<file path="src/rtl/softstart_and_qual.sv">
// softstart_and_qual: masked N-input AND with assert qualification, optional
// release filtering and a registered test bypass for the soft-start path.
module softstart_and_qual #(
    parameter int unsigned N_IN        = 3,
    parameter int unsigned QUAL_CYCLES = 4,
    parameter int unsigned MODE        = 0
) (
    input  logic            clk,
    input  logic            rst,
    input  logic [N_IN-1:0] i,
    input  logic [N_IN-1:0] mask,
    input  logic            Tstate,
    input  logic            CELV,
    input  logic            CELG,
    input  logic            SUB,
    output logic            o,
    output logic            busy,
    output logic            rise_p
);

    localparam int unsigned CW = $clog2(QUAL_CYCLES + 1);
    localparam logic [CW-1:0] CNT_LAST = CW'(QUAL_CYCLES - 1);
    localparam logic [CW-1:0] CNT_ONE  = CW'(1);

    typedef enum logic [1:0] {
        LOW  = 2'd0,
        QUAL = 2'd1,
        HIGH = 2'd2,
        DROP = 2'd3
    } state_t;

    state_t          state, state_n;
    logic [CW-1:0]   cnt, cnt_n;
    logic [N_IN-1:0] term_c;
    logic            raw_c;
    logic            o_n;
    logic            busy_n;

    // Supply/substrate pins exist only for netlist compatibility.
    logic unused_supply;
    assign unused_supply = CELV ^ CELG ^ SUB;

    // Masked AND; an all-zero mask never enables.
    assign term_c = i | ~mask;
    assign raw_c  = (|mask) & (&term_c);

    // Next state and counter; Tstate forces a plain registered pass-through.
    always_comb begin
        state_n = state;
        cnt_n   = cnt;
        if (Tstate) begin
            state_n = raw_c ? HIGH : LOW;
            cnt_n   = '0;
        end else begin
            case (state)
                LOW: begin
                    cnt_n = '0;
                    if (raw_c) begin
                        if (QUAL_CYCLES == 1) begin
                            state_n = HIGH;
                        end else begin
                            state_n = QUAL;
                            cnt_n   = CNT_ONE;
                        end
                    end
                end
                QUAL: begin
                    if (!raw_c) begin
                        state_n = LOW;
                        cnt_n   = '0;
                    end else if (cnt == CNT_LAST) begin
                        state_n = HIGH;
                        cnt_n   = '0;
                    end else begin
                        cnt_n = cnt + CNT_ONE;
                    end
                end
                HIGH: begin
                    cnt_n = '0;
                    if (!raw_c) begin
                        if (MODE == 0 || QUAL_CYCLES == 1) begin
                            state_n = LOW;
                        end else begin
                            state_n = DROP;
                            cnt_n   = CNT_ONE;
                        end
                    end
                end
                DROP: begin
                    if (raw_c) begin
                        state_n = HIGH;
                        cnt_n   = '0;
                    end else if (cnt == CNT_LAST) begin
                        state_n = LOW;
                        cnt_n   = '0;
                    end else begin
                        cnt_n = cnt + CNT_ONE;
                    end
                end
                default: begin
                    state_n = LOW;
                    cnt_n   = '0;
                end
            endcase
        end
    end

    // Output values that the registers will take at the next edge.
    always_comb begin
        o_n    = (state_n == HIGH) || (state_n == DROP);
        busy_n = (state_n == QUAL) || (state_n == DROP);
    end

    // State, counter and all outputs are registered; rst dominates everything.
    always_ff @(posedge clk) begin
        if (rst) begin
            state  <= LOW;
            cnt    <= '0;
            o      <= 1'b0;
            busy   <= 1'b0;
            rise_p <= 1'b0;
        end else begin
            state  <= state_n;
            cnt    <= cnt_n;
            o      <= o_n;
            busy   <= busy_n;
            rise_p <= o_n & ~o;
        end
    end

endmodule

</file>
<file path="config.mk">
export PLATFORM = sky130hd
export DESIGN_NAME = softstart_and_qual
export DESIGN_NICKNAME = d
export VERILOG_FILES = /design/src/rtl/softstart_and_qual.sv
export SDC_FILE = /design/constraint.sdc
export NUM_CORES = 1
export LEC_CHECK = 0
export CORE_AREA = 2 2 39 41
export CTS_BUF_LIST = sky130_fd_sc_hd__clkbuf_8
export CTS_CLUSTER_DIAMETER = 50
export DETAILED_ROUTE_END_ITERATION = 8
export DIE_AREA = 0 0 41 43
export PLACE_DENSITY = 0.6
export SETUP_SLACK_MARGIN = 0.1
export SLEW_MARGIN = 20
export SYNTH_ARGS = -nofsm -noshare
export SYNTH_HDL_FRONTEND = slang
export SYNTH_SLANG_ARGS = --single-unit
</file>
<file path="constraint.sdc">
create_clock -name clk -period 1.8 [get_ports clk]
set_input_delay 0.54 -clock clk [delete_from_list [all_inputs] [get_ports clk]]
set_output_delay 0.54 -clock clk [all_outputs]
set_load 0.005 [all_outputs]
</file>
==> out/metrics.cfg, run 1 <==
[critical_path]
critPathTopFamily=buffers and inverters
critPathLaunch=busy
crit_chain=clkdlybuf4s50_1
cp_num_buf_inv=1
required_ns=1.26
reg2reg_depth=5
path_class=register to output port
crit_fanout=7
cp.depth=1
worstPathArrival_ns=1.11
slowest_delay_ns=0.51
worst_path_max_delay_cell=clkdlybuf4s50_1
cp-end-kind=output port
cp-start-kind=register
r2r-start=cnt[0]

[die]
initial_utilization=0.2541
die-area_um2=1763
row_count=14
coreArea_um2=1384
die_width_um=41
die_y_um=43
io_pins=15

[clock_network]
clk_latency_ns=0.22
cts.sinks=7
clk_pin_slew_ns=0.04
cts_inserted_buffers=3
htreeDepth=1
cts_tree=built
clk_path_buf_depth=2
cts-root-buf=clkbuf_8

[timing]
slew_headroom=0.7746
fin_crit_sh=0.9159
timing.hold.ws_ns=0.4119
hold_violations=0
tightest_slew_ns=0.3374
rsz0062_at_grt=no
finClkSkew_ns=0.0002602
fin_tns_setup_ns=0
min_period_ns=1.649
setup_viol=0
fmax_mhz=606.6
slew_violations=0

[yosys]
yosysUniqueCellTypes=21
synth_largest_area_cell=dfxtp_1
yosys_register_bits=7
synth_commonest_cells=7 x dfxtp_1, 3 x nor2b_1
ys_warn_count=0
synth_xor_area_frac=0.02491
syn-instance-count=34
synth-compound-area-share=0.1957
synthArstFlopShare=0
netlist.area_leader.share=0.3986
synth-edff-count=0
synth.most_common_cell=dfxtp_1
ys.flop_type=dfxtp_1
yosys.area_share.simple=0.3345
ys_top_cells_by_area=dfxtp_1 40%, a2111oi_4 7.8%, nor2b_1 5.3%
synth.avg_cell_area_um2=10.34
synth_top_family_by_area=simple AND/OR/NAND/NOR gates
synth_adder_area_share=0.03559
synth_area_um2=351.6
yosysSeqAreaShare=0.3986
syn_nets=47
yosys-mux-area-fraction=0

[placement]
portBuffers=11
dp_hpwl_um=631.5
gp_congestion=0.6744
place_inst=63

[grt]
grt_antenna_before_repair=0
grt_pass1_vias=323
grt_max_degree=8
grt_use_met2=0.1938
met1_usage=0.08414
track_usage=0.1097
grt_busiest_layer=met2
overflow=0
grt_first_pass_wirelength_mm=1.214
grtUsageMet3=0.04712

[power_and_ir_drop]
seqPwrFrac=0.370
p_leak_nw=0.2394
swShare=0.2218
power.switching_w=0.0001007
pwr-share-comb=0.160
p_int_w=0.0003535
vdd_ir_drop_max_v=0.0005243
clkPwrFrac=0.469
cellPowerDensity_nw_per_um2=777.4

[route]
drt-total-wl_um=840
routedWlPerCell_um=12.35
via_per_inst=4.765
firstDrtPassIters=1
drtIter0Drc=0
drc=0
postRouteAntennaNets=0
vias=324

[finish]
final_cells=68
fin_nets=66
final_util=0.4222
drive_above_1_share=0.2885
area_delta_synth_final_pct=66.19
diodes=0

[job]
drv_cap=0

[hold_path]
whs_path_depth=1
hp-start=o
min_path_type=register to register

[run_status]
status=complete, no violations

kinds of logic (layout without fill, tap and decap cells):
kind of cell,after synthesis,after routing
AOI/OAI and AO/OA,7,7
buffers and inverters,1,19
DFF,7,7
and+or+nand+nor,17,17
xor gates and xnor gates,1,1
adders and majority gates,1,1
state kept, by name, indices dropped and copies added, names as in the netlist:
| name | cells |
|---|---|
| rise_p | 1 |
| o | 1 |
| busy | 1 |
| cnt | 3 |
| state | 1 |
routing by layer:
layer / wire length (µm) / vias to the layer above
met5: 0 / -
met4: 17 / 0
met3: 66 / 2
met2: 481 / 10
met1: 275 / 152
li1: - / 160
worst paths after layout:
check             slack [ns]     end
setup / recovery        0.15    busy
hold / removal          0.41  rise_p
hold reg to reg         0.41  rise_p
setup reg to reg        0.34  rise_p
per-stage QoR:
| step | instance area, µm² | total power, W | setup slack [ns] |
|---|---|---|---|
| CTS | 581.8 | 0.0004596 | 0.08606 |
| floorplan | 351.6 | 0.0001965 | 0.2730 |
| global placement | 496.7 | 0.0002318 | -0.2591 |
| global route | 584.3 | 0.0004772 | 0.1029 |
| finish | 584.3 | 0.0004543 | 0.1514 |
| detailed placement | 496.7 | 0.0002342 | -0.3238 |
worst reg2reg max path, delay by kind of cell (launching register included):
family          cells  cell delay, ns
flops               1            0.37
fa+ha+maj           1            0.23
simple gates        3            0.57
compound gates      1            0.19
placed cells by master (no fill, tap or decap), drive strengths merged:
cell / n
a2111oi: 1
ha: 1
o21ai: 1
nand2: 2
a21boi: 1
clkdlybuf4s50: 5
o21a: 2
o41ai: 1
nor4b: 1
a21oi: 1
nand4b: 1
dlygate4sd2: 5
nor3: 1
nand3b: 2
dfxtp: 7
nor2b: 4
or3: 1
nor3b: 2
nand3: 1
dlymetal6s2s: 1
clkbuf: 3
buf: 3
nor2: 2
inv: 2
xnor2: 1
power groups by stage:
| stage | Clock, W | Sequential, W | Combinational (W) |
|---|---|---|---|
| detailed placement | 0 | 0.000170 | 0.0000644 |
| finish | 0.000213 | 0.000168 | 0.0000727 |
| global placement | 0 | 0.000170 | 0.0000623 |
| CTS | 0.000217 | 0.000168 | 0.0000740 |
| floorplan | 0 | 0.000169 | 0.0000275 |
| global route | 0.000230 | 0.000169 | 0.0000784 |
final cells by class:
class / count / area, µm²
inverters: 1 / 3.754
clock buffers: 3 / 41.29
repair buffers: 14 / 132.6
well taps: 16 / 20.02
flip-flops and latches: 7 / 141.4
clock inverters: 1 / 3.754
multi-input cells: 26 / 241.5
fillers: 153 / 799.5
what timing repair did:
item / CTS / global route
setup buffers: 1 / 0
hold buffers: 0 / 0
setup endpoints to repair: 6 / 1
pin swaps: 3 / 0
resized for setup: 14 / 2
Power figures use the tool's default switching activity.
==> run 2, diff against run 1 <==
--- a/config.mk
+++ b/config.mk
@@ -10,7 +10,8 @@
 export CTS_CLUSTER_DIAMETER = 50
 export DETAILED_ROUTE_END_ITERATION = 8
 export DIE_AREA = 0 0 41 43
-export PLACE_DENSITY = 0.6
+export DONT_BUFFER_PORTS = 1
+export PLACE_DENSITY = 0.46
 export SETUP_SLACK_MARGIN = 0.1
 export SLEW_MARGIN = 20
 export SYNTH_ARGS = -nofsm -noshare
==> out/metrics.cfg, run 2 (synthesis gave the netlist of run 1 again) <==
[route]
drtIter0Drc=1  ; was 0
drt-total-wl_um=661  ; was 840 µm
via_per_inst=4.981  ; was 4.765
firstDrtPassIters=3  ; was 1
vias=269  ; was 324
postRouteAntennaNets=0  ; unchanged
routedWlPerCell_um=12.24  ; was 12.35 µm
drc=0  ; unchanged

[finish]
final_common_cell=dfxtp_1  ; unchanged
regArea_um2=140.1  ; was 141.4 µm²
fill_cells=144  ; was 153
top_register=cnt  ; unchanged
final_cells=54  ; was 68
largest_reg_flops=3  ; unchanged
fin_nets=52  ; was 66
diodes=0  ; unchanged
drive_above_1_share=0.1579  ; was 0.2885
final_cell_mix=7 x dfxtp_1, 3 x nor2b_1, 3 x clkbuf_8  ; was 6 x dfxtp_1, 5 x clkdlybuf4s50_1, 5 x dlygate4sd2_1
multi_input_area_um2=207.7  ; was 241.5 µm²
area_delta_synth_final_pct=18.51  ; was 66.19%
final_util=0.3011  ; was 0.4222

[hold_path]
whs_path_depth=1  ; unchanged
min_path_type=register to register  ; unchanged

[run_status]
status=complete, no violations  ; unchanged

[die]
row_count=14  ; unchanged
initial_utilization=0.2541  ; unchanged
coreArea_um2=1384  ; unchanged
die_y_um=43  ; unchanged
die-area_um2=1763  ; unchanged
die_width_um=41  ; unchanged
io_pins=15  ; unchanged

[timing]
fin_crit_sh=0.7884  ; was 0.9159
timing.hold.ws_ns=0.4368  ; was 0.4119 ns
finClkSkew_ns=0.0009519  ; was 0.0002602 ns
slew_headroom=0.6664  ; was 0.7746
fmax_mhz=704.6  ; was 606.6 MHz
fin_tns_setup_ns=0  ; unchanged
rsz0062_at_grt=no  ; unchanged
hold_violations=0  ; unchanged
min_period_ns=1.419  ; was 1.649 ns
tightest_slew_ns=0.5004  ; was 0.3374 ns
setup_viol=0  ; unchanged
slew_violations=0  ; unchanged

[placement]
portBuffers=0  ; was 11
dp_hpwl_um=519.8  ; was 631.5 µm
place_inst=50  ; was 63
gp_congestion=0.7099  ; was 0.6744

[power_and_ir_drop]
p_leak_nw=0.1466  ; was 0.2394 nW
cellPowerDensity_nw_per_um2=1001  ; was 777.4 nW/µm²
vdd_ir_drop_max_v=0.0004414  ; was 0.0005243 V

[clock_network]
clk_pin_slew_ns=0.04  ; about the same
htreeDepth=1  ; unchanged
clk_path_buf_depth=2  ; unchanged
cts_tree=built  ; unchanged
cts.sinks=7  ; unchanged
ctsResizeCount=0  ; was 14
clk_latency_ns=0.23  ; was 0.22 ns
cts_inserted_buffers=3  ; unchanged
cts-root-buf=clkbuf_8  ; unchanged
holdBufCountCts=0  ; unchanged
post_cts_buffers=0  ; was 1

[critical_path]
cp-start-kind=input port  ; was register
path_class=input port to register  ; was register to output port
crit_fanout=7  ; unchanged
worstPathArrival_ns=1.56  ; was 1.11 ns
cp-end-kind=register  ; was output port
reg2reg_depth=5  ; unchanged
required_ns=1.94  ; was 1.26 ns
regToRegSetupSlack_ns=0.45  ; was 0.34 ns

[grt]
grt_max_degree=8  ; unchanged
grt_pass1_vias=294  ; was 323
track_usage=0.09356  ; was 0.1097
overflow=0  ; unchanged
grt_first_pass_wirelength_mm=1.069  ; was 1.214 mm
grt_antenna_before_repair=0  ; unchanged

[job]
drv_cap=0  ; unchanged

## run 2: through the flow
| step | setup slack (ns) | instance area [µm²] | power (W) |
|---|---|---|---|
| after floorplan | 0.2730 | 351.6 | 0.0001965 |
| after global placement | 0.1637 | 371.6 | 0.0002008 |
| after detailed placement | 0.1347 | 371.6 | 0.0002024 |
| after CTS | 0.3651 | 416.7 | 0.0004185 |
| after global routing | 0.3121 | 416.7 | 0.0004295 |
| final | 0.3808 | 416.7 | 0.0004172 |
## run 2: layout make-up
class                   count  area share
inverters                   1    0.009009
multi-input cells          26      0.4985
flip-flops and latches      7      0.3363
clock buffers               3     0.09910
well taps                  16     0.04805
clock inverters             1    0.009009
## run 2: path summary, 6_finish.rpt
path | startpoint | to
worst max-delay path | mask[1] | cnt[2]
worst min-delay path | o | rise_p
worst max register to register | cnt[0] | rise_p
worst min register to register | o | rise_p
## run 2: critical path: stages
cell and delay (ns):
nor2b_4 0.11, a2111oi_4 0.52, xnor2_1 0.17, nor4b_2 0.22
## run 2: routing by layer
| metal | track usage | share of wire |
|---|---|---|
| met4 | 0.1067 | 0.038 |
| met1 | 0.08091 | 0.36 |
| met3 | 0.04188 | 0.082 |
| met2 | 0.1375 | 0.51 |
| met5 | 0 | 0 |
## run 2: power breakdown
group | leakage, nW | total [W] | internal [W] | switching, W
combinational | 0.0627 | 0.0000310 | 0.0000160 | 0.0000150
clock | 0.0269 | 0.000218 | 0.000148 | 0.0000702
sequential | 0.0570 | 0.000168 | 0.000162 | 0.00000649
==> run 3, diff against run 2 <==
--- a/config.mk
+++ b/config.mk
@@ -11,7 +11,7 @@
 export DETAILED_ROUTE_END_ITERATION = 8
 export DIE_AREA = 0 0 41 43
 export DONT_BUFFER_PORTS = 1
-export PLACE_DENSITY = 0.46
+export PLACE_DENSITY = 0.47
 export SETUP_SLACK_MARGIN = 0.1
 export SLEW_MARGIN = 20
 export SYNTH_ARGS = -nofsm -noshare
==> constraint.sdc (replaced) <==
create_clock -name clk -period 1.2 [get_ports clk]
set_input_delay 0.36 -clock clk [delete_from_list [all_inputs] [get_ports clk]]
set_output_delay 0.36 -clock clk [all_outputs]
set_load 0.005 [all_outputs]
==> out/metrics.cfg, run 3 (synthesis gave the netlist of run 1 again) <==
[placement]
place_area_um2=406.6  ; was 371.6 µm²
portBuffers=0  ; unchanged
place_inst=54  ; was 50
gp_congestion=0.6603  ; was 0.7099
dp_hpwl_um=559.1  ; was 519.8 µm
place_ws_ns=-0.1870  ; was 0.1347 ns

[grt]
grt_max_degree=7  ; was 8
grt_first_pass_wirelength_mm=1.207  ; was 1.069 mm
grt_pass1_vias=310  ; was 294
track_usage=0.1076  ; was 0.09356
grt_antenna_before_repair=0  ; unchanged
overflow=0  ; unchanged

[power_and_ir_drop]
pwr-share-comb=0.110  ; was 0.074
power.switching_w=0.0001360  ; was 0.00009170 W
clkPwrFrac=0.493  ; was 0.522
p_leak_nw=0.1914  ; was 0.1466 nW
vdd_ir_drop_max_v=0.0006250  ; was 0.0004414 V
cellPowerDensity_nw_per_um2=1232  ; was 1001 nW/µm²
swShare=0.2116  ; was 0.2198
p_int_w=0.0005070  ; was 0.0003255 W
seqPwrFrac=0.396  ; was 0.404

[die]
coreArea_um2=1384  ; unchanged
die_width_um=41  ; unchanged
die_y_um=43  ; unchanged
row_count=14  ; unchanged
io_pins=15  ; unchanged
die-area_um2=1763  ; unchanged
initial_utilization=0.2541  ; unchanged

[timing]
slew_violations=0  ; unchanged
fin_crit_sh=0.9924
fin_tns_setup_ns=0  ; unchanged
rsz0062_at_grt=yes  ; was no
fmax_mhz=839.7
fin_ws_ns=0.009132  ; was 0.3808 ns
setup_viol=0  ; unchanged
slew_headroom=0.8123  ; was 0.6664
finClkSkew_ns=0.001913  ; was 0.0009519 ns
tightest_slew_ns=0.2815  ; was 0.5004 ns
hold_violations=0  ; unchanged
min_period_ns=1.191

[critical_path]
critPathLaunch=cnt[1]  ; was mask[1]
worstPathArrival_ns=1.36  ; was 1.56 ns
cp-start-kind=register  ; was input port
cp-end-kind=register  ; unchanged
r2r-start=cnt[1]  ; was cnt[0]
regToRegSetupSlack_ns=0.009  ; was 0.45 ns
r2r-end=rise_p  ; unchanged
crit_fanout=4  ; was 7
path_class=register to register  ; was input port to register
required_ns=1.37  ; was 1.94 ns
reg2reg_depth=5  ; unchanged

[clock_network]
cts_inserted_buffers=3  ; unchanged
clk_pin_slew_ns=0.04  ; about the same
cts-root-buf=clkbuf_8  ; unchanged
htreeDepth=1  ; unchanged
holdBufCountCts=0  ; unchanged
cts.sinks=7  ; unchanged
clk_path_buf_depth=2  ; unchanged
clk_latency_ns=0.23  ; about the same
cts_tree=built  ; unchanged

[finish]
area_delta_synth_final_pct=48.40  ; was 18.51%
largest_reg_flops=3  ; unchanged
fin_nets=59  ; was 52
final_util=0.3770  ; was 0.3011
diodes=0  ; unchanged
top_register=cnt  ; unchanged
finalInstanceArea_um2=521.8  ; was 416.7 µm²
fill_cells=142  ; was 144
final_common_cell=buf_4  ; was dfxtp_1
final_cells=61  ; was 54
final_cell_mix=7 x buf_4, 4 x dfxtp_1, 3 x nor2b_4, 3 x dfxtp_2, 3 x clkbuf_8  ; was 7 x dfxtp_1, 3 x nor2b_1, 3 x clkbuf_8
drive_above_1_share=0.5111  ; was 0.1579

[hold_path]
hold_end=state[1]  ; was rise_p
min_path_type=input port to register  ; was register to register
whs_path_depth=2  ; was 1
hp-start=rst  ; was o

[route]
via_per_inst=5.033  ; was 4.981
routedWlPerCell_um=12.72  ; was 12.24 µm
drtIter0Drc=1  ; unchanged
drc=0  ; unchanged
firstDrtPassIters=2  ; was 3
vias=307  ; was 269
drt-total-wl_um=776  ; was 661 µm
postRouteAntennaNets=0  ; unchanged

[run_status]
status=complete, no violations  ; unchanged

[job]
drv_cap=0  ; unchanged

-- run 3: cell count changes in the layout (fill, tap and decap cells not counted), sizes merged --
| cell | before | now |
|---|---|---|
| buf | 0 | 7 |
-- run 3: area by class of cell --
type                            count  area, µm²  share of cell area
Multi-Input combinational cell     26      256.5              0.4916
Sequential cell                     7      143.9              0.2758
Timing Repair Buffer                7      52.55              0.1007
Clock buffer                        3      41.29             0.07914
Tap cell                           16      20.02             0.03837
Clock inverter                      1      3.754            0.007194
Inverter                            1      3.754            0.007194
-- run 3: worst max-delay path by stage --
stage                     slack (ns)      to  cells past startpoint
after global placement         -0.14  rise_p                      5
after floorplan                -0.14  cnt[2]                      4
final                          0.009  rise_p                      5
after global routing           -0.06  rise_p                      5
after detailed placement       -0.19  rise_p                      5
after CTS                       0.04    busy                      4
-- run 3: critical path, cell delays in order, from the launching register on --
cell     delay, ns
dfxtp_2       0.32
ha_4          0.16
nor2b_4       0.13
nor3b_2       0.23
o21a_1        0.16
nor2b_4       0.13
-- run 3: per-stage QoR --
step	power [W]	hold slack, ns
6_report	0.0006430	0.2932
5_1_grt	0.0006735	0.3001
4_1_cts	0.0006354	0.2932
3_5_place_dp	0.0003126	0.4450
3_3_place_gp	0.0003106	0.4339
2_1_floorplan	0.0002955	0.4159
-- run 3: power groups by stage --
| stage | Sequential [W] | Combinational [W] | Clock, W |
|---|---|---|---|
| 2_1_floorplan | 0.000253 | 0.0000420 | 0 |
| 3_3_place_gp | 0.000255 | 0.0000556 | 0 |
| 3_5_place_dp | 0.000255 | 0.0000574 | 0 |
| 4_1_cts | 0.000252 | 0.0000595 | 0.000324 |
| 5_1_grt | 0.000256 | 0.0000774 | 0.000340 |
| 6_report | 0.000255 | 0.0000710 | 0.000317 |
-- run 3: layer usage --
layer  share of wire  vias up  GRT usage
met4          0.0090        0     0.1000
met2            0.55        6     0.1625
met1            0.39      154     0.1100
li1                -      145          -
met5               0        -          0
met3           0.052        2    0.03141
-- run 3: repair_timing --
item	in CTS	in global routing
cloned	0	0
resized for setup	8	4
setup endpoints to repair	6	5
buffers inserted	1	2
pin swaps	1	4
